File: config.mk
export PLATFORM = sky130hd
export DESIGN_NAME = vga_scan_timing
export DESIGN_NICKNAME = d
export VERILOG_FILES = /design/src/rtl/vga_pkg.sv /design/src/rtl/vga_delay_line.sv /design/src/rtl/vga_scan_timing.sv
export SDC_FILE = /design/constraint.sdc
export NUM_CORES = 1
export LEC_CHECK = 0
export ABC_AREA = 1
export BUFFER_PORTS_ARGS = -buffer_cell sky130_fd_sc_hd__buf_4
export CAP_MARGIN = 15
export CORE_MARGIN = 2
export CORE_UTILIZATION = 60
export CTS_CLUSTER_DIAMETER = 50
export CTS_CLUSTER_SIZE = 8
export DETAILED_ROUTE_END_ITERATION = 16
export PLACE_DENSITY = 0.83
export RECOVER_POWER = 50
export SYNTH_ARGS = -nofsm -noshare
export SYNTH_HDL_FRONTEND = slang
export SYNTH_SLANG_ARGS = --single-unit
File: constraint.sdc
create_clock -name clk -period 4.1 [get_ports clk]
set_clock_uncertainty 0.1 [all_clocks]
set_input_delay 0.41 -clock clk [delete_from_list [all_inputs] [get_ports clk]]
set_output_delay 0.41 -clock clk [all_outputs]
set_load 0.01 [all_outputs]
File: src/rtl/vga_pkg.sv
// vga_pkg: 640x480@60 raster constants, text-cell geometry and the aligned-signal bus type.
package vga_pkg;
  localparam int H_ACTIVE = 640;
  localparam int H_FP = 16;
  localparam int H_SYNC = 96;
  localparam int H_BP = 48;
  localparam int H_TOTAL = H_ACTIVE + H_FP + H_SYNC + H_BP;
  localparam int V_ACTIVE = 480;
  localparam int V_FP = 10;
  localparam int V_SYNC = 2;
  localparam int V_BP = 33;
  localparam int V_TOTAL = V_ACTIVE + V_FP + V_SYNC + V_BP;
  localparam int HS_START = H_ACTIVE + H_FP;
  localparam int HS_END = HS_START + H_SYNC;
  localparam int VS_START = V_ACTIVE + V_FP;
  localparam int VS_END = VS_START + V_SYNC;
  localparam int CELL = 8;
  localparam int TEXT_COLS = H_ACTIVE / CELL;
  localparam int TEXT_ROWS = V_ACTIVE / CELL;
  typedef struct packed {
    logic [2:0] xoff;
    logic [2:0] yoff;
    logic       hsync;
    logic       vsync;
    logic       video_on;
  } vga_pipe_t;
  localparam vga_pipe_t PIPE_IDLE = '{xoff: 3'd0, yoff: 3'd0, hsync: 1'b1, vsync: 1'b1, video_on: 1'b0};
endpackage

File: src/rtl/vga_delay_line.sv
// vga_delay_line: enabled shift register of configurable width/depth with a synchronous reset value.
module vga_delay_line #(
  parameter int W = 1,
  parameter int DEPTH = 1,
  parameter logic [W-1:0] RST_VAL = '0
) (
  input  logic         clk,
  input  logic         rst,
  input  logic         en,
  input  logic [W-1:0] d,
  output logic [W-1:0] q
);
  if (DEPTH == 0) begin : g_pass
    assign q = d;
  end else begin : g_sr
    logic [DEPTH-1:0][W-1:0] sr;
    always_ff @(posedge clk) begin
      if (rst) begin
        sr <= {DEPTH{RST_VAL}};
      end else if (en) begin
        for (int i = DEPTH - 1; i > 0; i--) sr[i] <= sr[i-1];
        sr[0] <= d;
      end
    end
    assign q = sr[DEPTH-1];
  end
endmodule

File: src/rtl/vga_scan_timing.sv
// vga_scan_timing: raster counters, pixel strobe, position outputs and latency-aligned sync/blank/offsets.
module vga_scan_timing #(
  parameter int H_ACTIVE = vga_pkg::H_ACTIVE,
  parameter int H_FP = vga_pkg::H_FP,
  parameter int H_SYNC = vga_pkg::H_SYNC,
  parameter int H_BP = vga_pkg::H_BP,
  parameter int V_ACTIVE = vga_pkg::V_ACTIVE,
  parameter int V_FP = vga_pkg::V_FP,
  parameter int V_SYNC = vga_pkg::V_SYNC,
  parameter int V_BP = vga_pkg::V_BP,
  parameter int CLK_DIV = 2,
  parameter int PIPE_LAT = 1
) (
  input  logic       clk,
  input  logic       rst,
  output logic       pix_en,
  output logic [9:0] posx,
  output logic [9:0] posy,
  output logic [2:0] xoff,
  output logic [2:0] yoff,
  output logic       hsync,
  output logic       vsync,
  output logic       video_on,
  output logic       frame_start
);
  import vga_pkg::*;
  localparam int H_TOTAL = H_ACTIVE + H_FP + H_SYNC + H_BP;
  localparam int V_TOTAL = V_ACTIVE + V_FP + V_SYNC + V_BP;
  localparam int DW = CLK_DIV > 1 ? $clog2(CLK_DIV) : 1;
  logic [DW-1:0] div;
  logic [9:0] hcount, vcount, h_nxt, v_nxt;
  logic div_end, h_end, v_end;
  vga_pipe_t raw, dly;
  assign div_end = div == DW'(CLK_DIV - 1);
  assign pix_en = !rst && div_end;
  assign h_end = hcount == 10'(H_TOTAL - 1);
  assign v_end = vcount == 10'(V_TOTAL - 1);
  assign frame_start = pix_en && hcount == '0 && vcount == '0;
  always_comb begin
    h_nxt = pix_en ? (h_end ? '0 : hcount + 10'd1) : hcount;
    v_nxt = pix_en && h_end ? (v_end ? '0 : vcount + 10'd1) : vcount;
  end
  // posx/posy track the counters' next value so they stay aligned with hcount/vcount
  always_ff @(posedge clk) begin
    if (rst) begin
      div <= '0;
      hcount <= '0;
      vcount <= '0;
      posx <= '0;
      posy <= '0;
    end else begin
      div <= div_end ? '0 : div + 1'b1;
      hcount <= h_nxt;
      vcount <= v_nxt;
      posx <= h_nxt < 10'(H_ACTIVE) ? h_nxt : '0;
      posy <= v_nxt < 10'(V_ACTIVE) ? v_nxt : '0;
    end
  end
  always_comb begin
    raw.xoff = posx[2:0];
    raw.yoff = posy[2:0];
    raw.hsync = !(hcount >= 10'(H_ACTIVE + H_FP) && hcount < 10'(H_ACTIVE + H_FP + H_SYNC));
    raw.vsync = !(vcount >= 10'(V_ACTIVE + V_FP) && vcount < 10'(V_ACTIVE + V_FP + V_SYNC));
    raw.video_on = hcount < 10'(H_ACTIVE) && vcount < 10'(V_ACTIVE);
  end
  vga_delay_line #(.W($bits(vga_pipe_t)), .DEPTH(PIPE_LAT), .RST_VAL(PIPE_IDLE)) u_align (
    .clk(clk),
    .rst(rst),
    .en(pix_en),
    .d(raw),
    .q(dly)
  );
  assign {xoff, yoff, hsync, vsync, video_on} = dly;
endmodule

==> results of run 1 <==
## area by class of cell
cell class / count / area (sq um)
Fill cell: 314 / 1012
Sequential cell: 50 / 1001
Multi-Input combinational cell: 183 / 937.1
Inverter: 44 / 165.2
Timing Repair Buffer: 32 / 131.4
Clock inverter: 2 / 60.06
Tap cell: 46 / 57.56
Clock buffer: 6 / 51.30
## registers in the layout, summed over array words and instances, names as in the netlist
name	count
u_align.q	9
posy	10
vcount	10
posx	10
div	1
hcount	10
## Yosys cell counts
| library cell | instances | area (sq um) |
|---|---|---|
| a21oi_1 | 4 | 20.02 |
| a21oi_4 | 1 | 16.27 |
| a22o_1 | 6 | 52.55 |
| a31oi_1 | 1 | 6.260 |
| and2_1 | 1 | 6.260 |
| buf_2 | 1 | 5.000 |
| buf_4 | 7 | 52.55 |
| clkbuf_1 | 2 | 7.510 |
| conb_1 | 1 | 3.750 |
| dfxtp_1 | 50 | 1001 |
| ha_1 | 5 | 62.56 |
| inv_1 | 41 | 153.9 |
| inv_2 | 3 | 11.26 |
| nand2_1 | 58 | 217.7 |
| nand2_2 | 2 | 12.51 |
| nand2_4 | 1 | 11.26 |
| nand3_1 | 21 | 105.1 |
| nand3_4 | 1 | 17.52 |
| nand4_1 | 10 | 62.56 |
| nor2_1 | 43 | 161.4 |
| nor2_2 | 8 | 50.05 |
| nor2_4 | 1 | 11.26 |
| nor3_1 | 2 | 10.01 |
| nor4_1 | 1 | 6.260 |
| o211ai_2 | 1 | 12.51 |
| o21ai_0 | 7 | 35.03 |
| o21ai_1 | 2 | 10.01 |
| o311ai_0 | 1 | 8.760 |
| o31ai_1 | 1 | 7.510 |
| o32ai_1 | 1 | 8.760 |
| xor2_1 | 3 | 26.28 |
## per-layer routing
| layer | wire length, um | vias to the layer above | GRT usage, % | share of wire [%] |
|---|---|---|---|---|
| li1 | - | 958 | - | - |
| met1 | 2084 | 826 | 34.11 | 46 |
| met2 | 1933 | 82 | 34.77 | 43 |
| met3 | 377 | 10 | 4.049 | 8.4 |
| met4 | 97 | 0 | 11.44 | 2.2 |
| met5 | 0 | - | 0 | 0 |
## path summary, 6_finish.rpt
| check | startpoint | endpoint | slack (ns) | depth (start not counted) |
|---|---|---|---|---|
| max | vcount[0] | frame_start | 1.78 | 7 |
| min reg2reg | u_align.q[0] | u_align.q[0] | 0.37 | 2 |
| max reg2reg | hcount[1] | posx[1] | 2.12 | 8 |
| min | rst | vcount[9] | 0.21 | 2 |
## logic make-up after synthesis
kind of cell	count (synthesis)	share of synthesized area, %
compound gates	25	8.175
xor+xnor	3	1.209
fa+ha+maj	5	2.879
buf+inv	54	10.59
flops	50	46.06
other cells	1	0.1725
simple gates	149	30.92
## power by group through the flow
stage          Combinational (mW)  Sequential [mW]  Clock [mW]
6_report                   0.0292            0.496       0.354
5_1_grt                    0.0333            0.497       0.388
4_1_cts                    0.0326            0.496       0.360
3_5_place_dp               0.0326            0.506           0
3_3_place_gp               0.0319            0.506           0
2_1_floorplan              0.0209            0.507           0
## stage by stage
step	utilization, %	cell area (sq um)
floorplan	-	2173
global placement	70.44	2406
detailed placement	70.44	2406
CTS	73.70	2517
global route	70.37	2404
finish	70.37	2404
## worst max-delay path, stage by stage (launching register included)
cell     delay [ns]
dfxtp_1        0.39
inv_1          0.14
ha_1           0.16
nand2_1        0.08
nor2_1         0.10
nand4_1        0.09
nor4_1         0.29
buf_4          0.19
==> key figures, run 1 <==
Status
  • Outcome: completed

Finish
  • ANT cells: 0
  • Layout overhead on the synthesized area: 10.59%
  • Nets: 323
  • Fin cells: 363
  • Most frequent cells in the layout: nand2_1 (58), dfxtp_1 (50), nor2_1 (45), inv_1 (42), clkbuf_1 (29)
  • Commonest non-fill, non-tap cell in the layout: nand2_1
  • Share of cells above drive strength 1: 8.202%

Floorplanning
  • Initial Utilization: 63.63%
  • Die X-Extent: 64.19 um
  • Row count: 21
  • Height of the die: 64.19 um
  • Die ar.: 4120 sq um
  • I/O pins: 33
  • Core outline area: 3416 sq um

Routing
  • Drt initial violations: 149
  • Drt wl/cell: 12.38 um
  • Final WL: 4493 um
  • Vias/cell: 5.168
  • DR vias: 1,876
  • Final ANT Viol Nets: 0
  • Remaining DRCs: 0
  • 1st-pass router iterations: 4

Placed design
  • Placed Cells: 355
  • Pre-CTS setup slack: 1.934 ns
  • IO Port Bufs: 32
  • Final GP Congestion: 0.9414
  • Hpwl dp: 3377 um

Worst hold path
  • Hold Crit Class: input pin to flip-flop

STA
  • Least-Margin Pin Slew: 0.6760 ns
  • WHS: 0.2079 ns
  • Final number of hold-violating endpoints: 0
  • RSZ-0062 raised after global routing: false
  • Relative slew margins: 54.77%
  • Final slew viol count: 0
  • Final WS setup: 1.783 ns
  • Max Fclk: 431.5 MHz
  • Final setup viols: 0
  • Tmin final: 2.317 ns
  • Fin crit share: 56.52%
  • Setup TNS: 0 ns

Global routing
  • Largest net degree at the start of global routing: 18
  • Initial antenna violation count: 0
  • Grt ovf: 0
  • Vias in the first global route: 1,712
  • Total GRT Usage: 23.86%
  • First-pass GRT wire length: 7672 um

Clocking
  • # resized after CTS: 0
  • Postcts setup bufs: 0
  • Cts bufs inserted: 5
  • CTS tree: built
  • Sink Count: 50
  • CTS Root Cell: clkbuf_4
  • CTS clk-pin slew, worst paths: 0.13 ns
  • Clk_lat worst skew: 0.36 ns
  • Cts hold-fix bufs: 0
  • CTS max path bufs: 2
  • Htree depth: 2

Pwr
  • Sw Ratio: 19.46%
  • Final Power: 0.8786 mW
  • Clk pwr share: 40.3%
  • Total net switching power: 0.1709 mW
  • Logic pwr share: 3.3%
  • Int Pwr: 0.7076 mW
  • Pwr dens: 365.5 nW/um^2
  • Worst vdd ir: 260.7 uV
  • Seq pwr share: 56.4%
  • Leakage: 1.038 nW

Worst setup path
  • CP endpoint kind: primary output
  • WP data arrival: 1.81 ns
  • Worst-path fanout max: 6
  • CP startpoint kind: flip-flop
  • Critical Path RT: 3.59 ns
  • Setup Crit Path Kind: flip-flop to primary output

Synth
  • Mapped Area: 2173 sq um
  • Net Count, Synth: 294
  • Synthesis-stage register bit count: 50
  • Post-synthesis cell type count: 31
  • Mean Syn Cell Area: 7.573 sq um
  • Mapped Cells: 287
  • Sequential element share of the synthesized area: 46.06%
  • Ys Warns: 0

Run
  • MaxCap Viol Count: 0
No activity file was read; power rests on OpenSTA's default activity.
==> inputs of run 2 (changes only) <==
--- a/config.mk
+++ b/config.mk
@@ -9,11 +9,11 @@
 export BUFFER_PORTS_ARGS = -buffer_cell sky130_fd_sc_hd__buf_4
 export CAP_MARGIN = 15
 export CORE_MARGIN = 2
-export CORE_UTILIZATION = 60
+export CORE_UTILIZATION = 55
 export CTS_CLUSTER_DIAMETER = 50
 export CTS_CLUSTER_SIZE = 8
 export DETAILED_ROUTE_END_ITERATION = 16
-export PLACE_DENSITY = 0.83
+export PLACE_DENSITY = 0.77
 export RECOVER_POWER = 50
 export SYNTH_ARGS = -nofsm -noshare
 export SYNTH_HDL_FRONTEND = slang
==> constraint.sdc (replaced) <==
create_clock -name clk -period 2.3 [get_ports clk]
set_clock_uncertainty 0.1 [all_clocks]
set_input_delay 0.23 -clock clk [delete_from_list [all_inputs] [get_ports clk]]
set_output_delay 0.23 -clock clk [all_outputs]
set_load 0.01 [all_outputs]
==> key figures, run 2 (same netlist as run 1, synthesis figures left out) <==
Worst setup path
  • Worst Setup SP: vcount[0]
  • CP peak stage delay: 0.37 ns
  • Path depth of the worst reg2reg path: 11
  • CP endpoint kind: primary output
  • Crit-path cells: inv_1 > ha_1 > nand2_1 > nor2_1 > nand4_1 > nor4_1 > buf_4
  • CP max stage cell: dfxtp_1
  • CP startpoint kind: flip-flop
  • Critical Path RT: 1.97 ns
  • WP data arrival: 1.74 ns
  • Worst path depth: 7
  • Worst-path fanout max: 6
  • Setup Crit Path Kind: flip-flop to primary output
  • Reg2Reg Setup Slack: 0.33 ns
  • Cell family with most CP delay: simple AND/OR/NAND/NOR gates
  • Buf/Inv on CP: 2
  • FF-to-FF End: posy[8]
  • R2r startpoint: hcount[0]

Clocking
  • CTS Root Cell: clkbuf_8
  • Cts hold-fix bufs: 0
  • # resized after CTS: 0
  • CTS tree: built
  • Clk_lat worst skew: 0.30 ns
  • Sink Count: 50
  • Cts bufs inserted: 5
  • Postcts setup bufs: 0
  • Htree depth: 2
  • CTS clk-pin slew, worst paths: 0.09 ns
  • CTS max path bufs: 2

Finish
  • Share of cells above drive strength 1: 8.202%
  • Fin cells: 365
  • Most frequent cells in the layout: nand2_1 (58), dfxtp_1 (50), nor2_1 (45), inv_1 (42), clkbuf_1 (29)
  • Layout overhead on the synthesized area: 9.730%
  • Commonest non-fill, non-tap cell in the layout: nand2_1
  • ANT cells: 0
  • Nets: 323

Routing
  • DR vias: 1,870
  • Final WL: 4478 um
  • Drt wl/cell: 12.27 um
  • Final ANT Viol Nets: 0
  • Vias/cell: 5.123
  • Drt initial violations: 122
  • 1st-pass router iterations: 4
  • Remaining DRCs: 0

STA
  • Final slew viol count: 0
  • Max Fclk: 484.1 MHz
  • Final WS setup: 0.2345 ns
  • Setup TNS: 0 ns
  • Relative slew margins: 56.60%
  • Final setup viols: 0
  • RSZ-0062 raised after global routing: false
  • Final number of hold-violating endpoints: 0
  • Tmin final: 2.066 ns
  • Least-Margin Pin Slew: 0.6487 ns
  • Fin crit share: 89.81%

Global routing
  • Vias in the first global route: 1,660
  • Initial antenna violation count: 0
  • First-pass GRT wire length: 7362 um
  • Grt ovf: 0
  • Total GRT Usage: 21.82%
  • Largest net degree at the start of global routing: 18

Placed design
  • Final GP Congestion: 0.9122
  • IO Port Bufs: 32
  • Hpwl dp: 3327 um
  • Placed Cells: 357
  • Pre-CTS setup slack: 0.3042 ns

Floorplanning
  • Initial Utilization: 58.05%
  • I/O pins: 33
  • Die ar.: 4470 sq um
  • Row count: 22
  • Core outline area: 3744 sq um
  • Height of the die: 66.86 um
  • Die X-Extent: 66.86 um

Run
  • MaxCap Viol Count: 0

Worst hold path
  • Origin of the worst min-delay path: rst
  • Hold Crit Class: input pin to flip-flop
  • Worst Hold Depth: 2
  • WHS Endpoint: vcount[2]

Status
  • Outcome: completed

Pwr
  • Pwr dens: 603.6 nW/um^2
  • Worst vdd ir: 276.0 uV
  • Leakage: 1.024 nW
run 2: worst max-delay path by stage:
stage                   to  slack (ns)
2_1_floorplan      posy[0]        0.69
3_3_place_gp       posy[0]        0.36
3_5_place_dp       posy[0]        0.30
4_1_cts        frame_start        0.20
5_1_grt        frame_start        0.14
6_report       frame_start        0.23
run 2: where the power goes:
group	internal (mW)	switching [mW]	total [mW]
logic	0.0164	0.0365	0.0529
registers	0.875	0.00641	0.882
clock network	0.214	0.291	0.505
total	1.11	0.334	1.44
run 2: per-layer routing:
layer / GRT usage, % / vias to the layer above / part of all wire (%)
li1: - / 958 / -
met1: 28.28 / 860 / 47
met2: 36.25 / 45 / 48
met3: 3.547 / 7 / 4.9
met4: 8.418 / 0 / 1.0
met5: 0 / - / 0
run 2: final cells by class:
class / instances / area [sq um]
fill: 389 / 1359
timing repair buffer: 32 / 131.4
multi-input combinational: 183 / 937.1
clock inverter: 3 / 21.27
clock buffer: 5 / 68.82
sequential: 50 / 1001
inverter: 44 / 165.2
tap: 48 / 60.06
run 2: stage by stage:
stage	util, %	instance area (sq um)	total power [mW]	hold slack (ns)
floorplan	-	2173	0.9402	0.2099
global placement	64.34	2409	0.9598	0.3431
detailed placement	64.34	2409	0.9606	0.3498
CTS	66.74	2499	1.456	0.1191
global route	63.70	2385	1.489	0.1290
finish	63.70	2385	1.440	0.1182
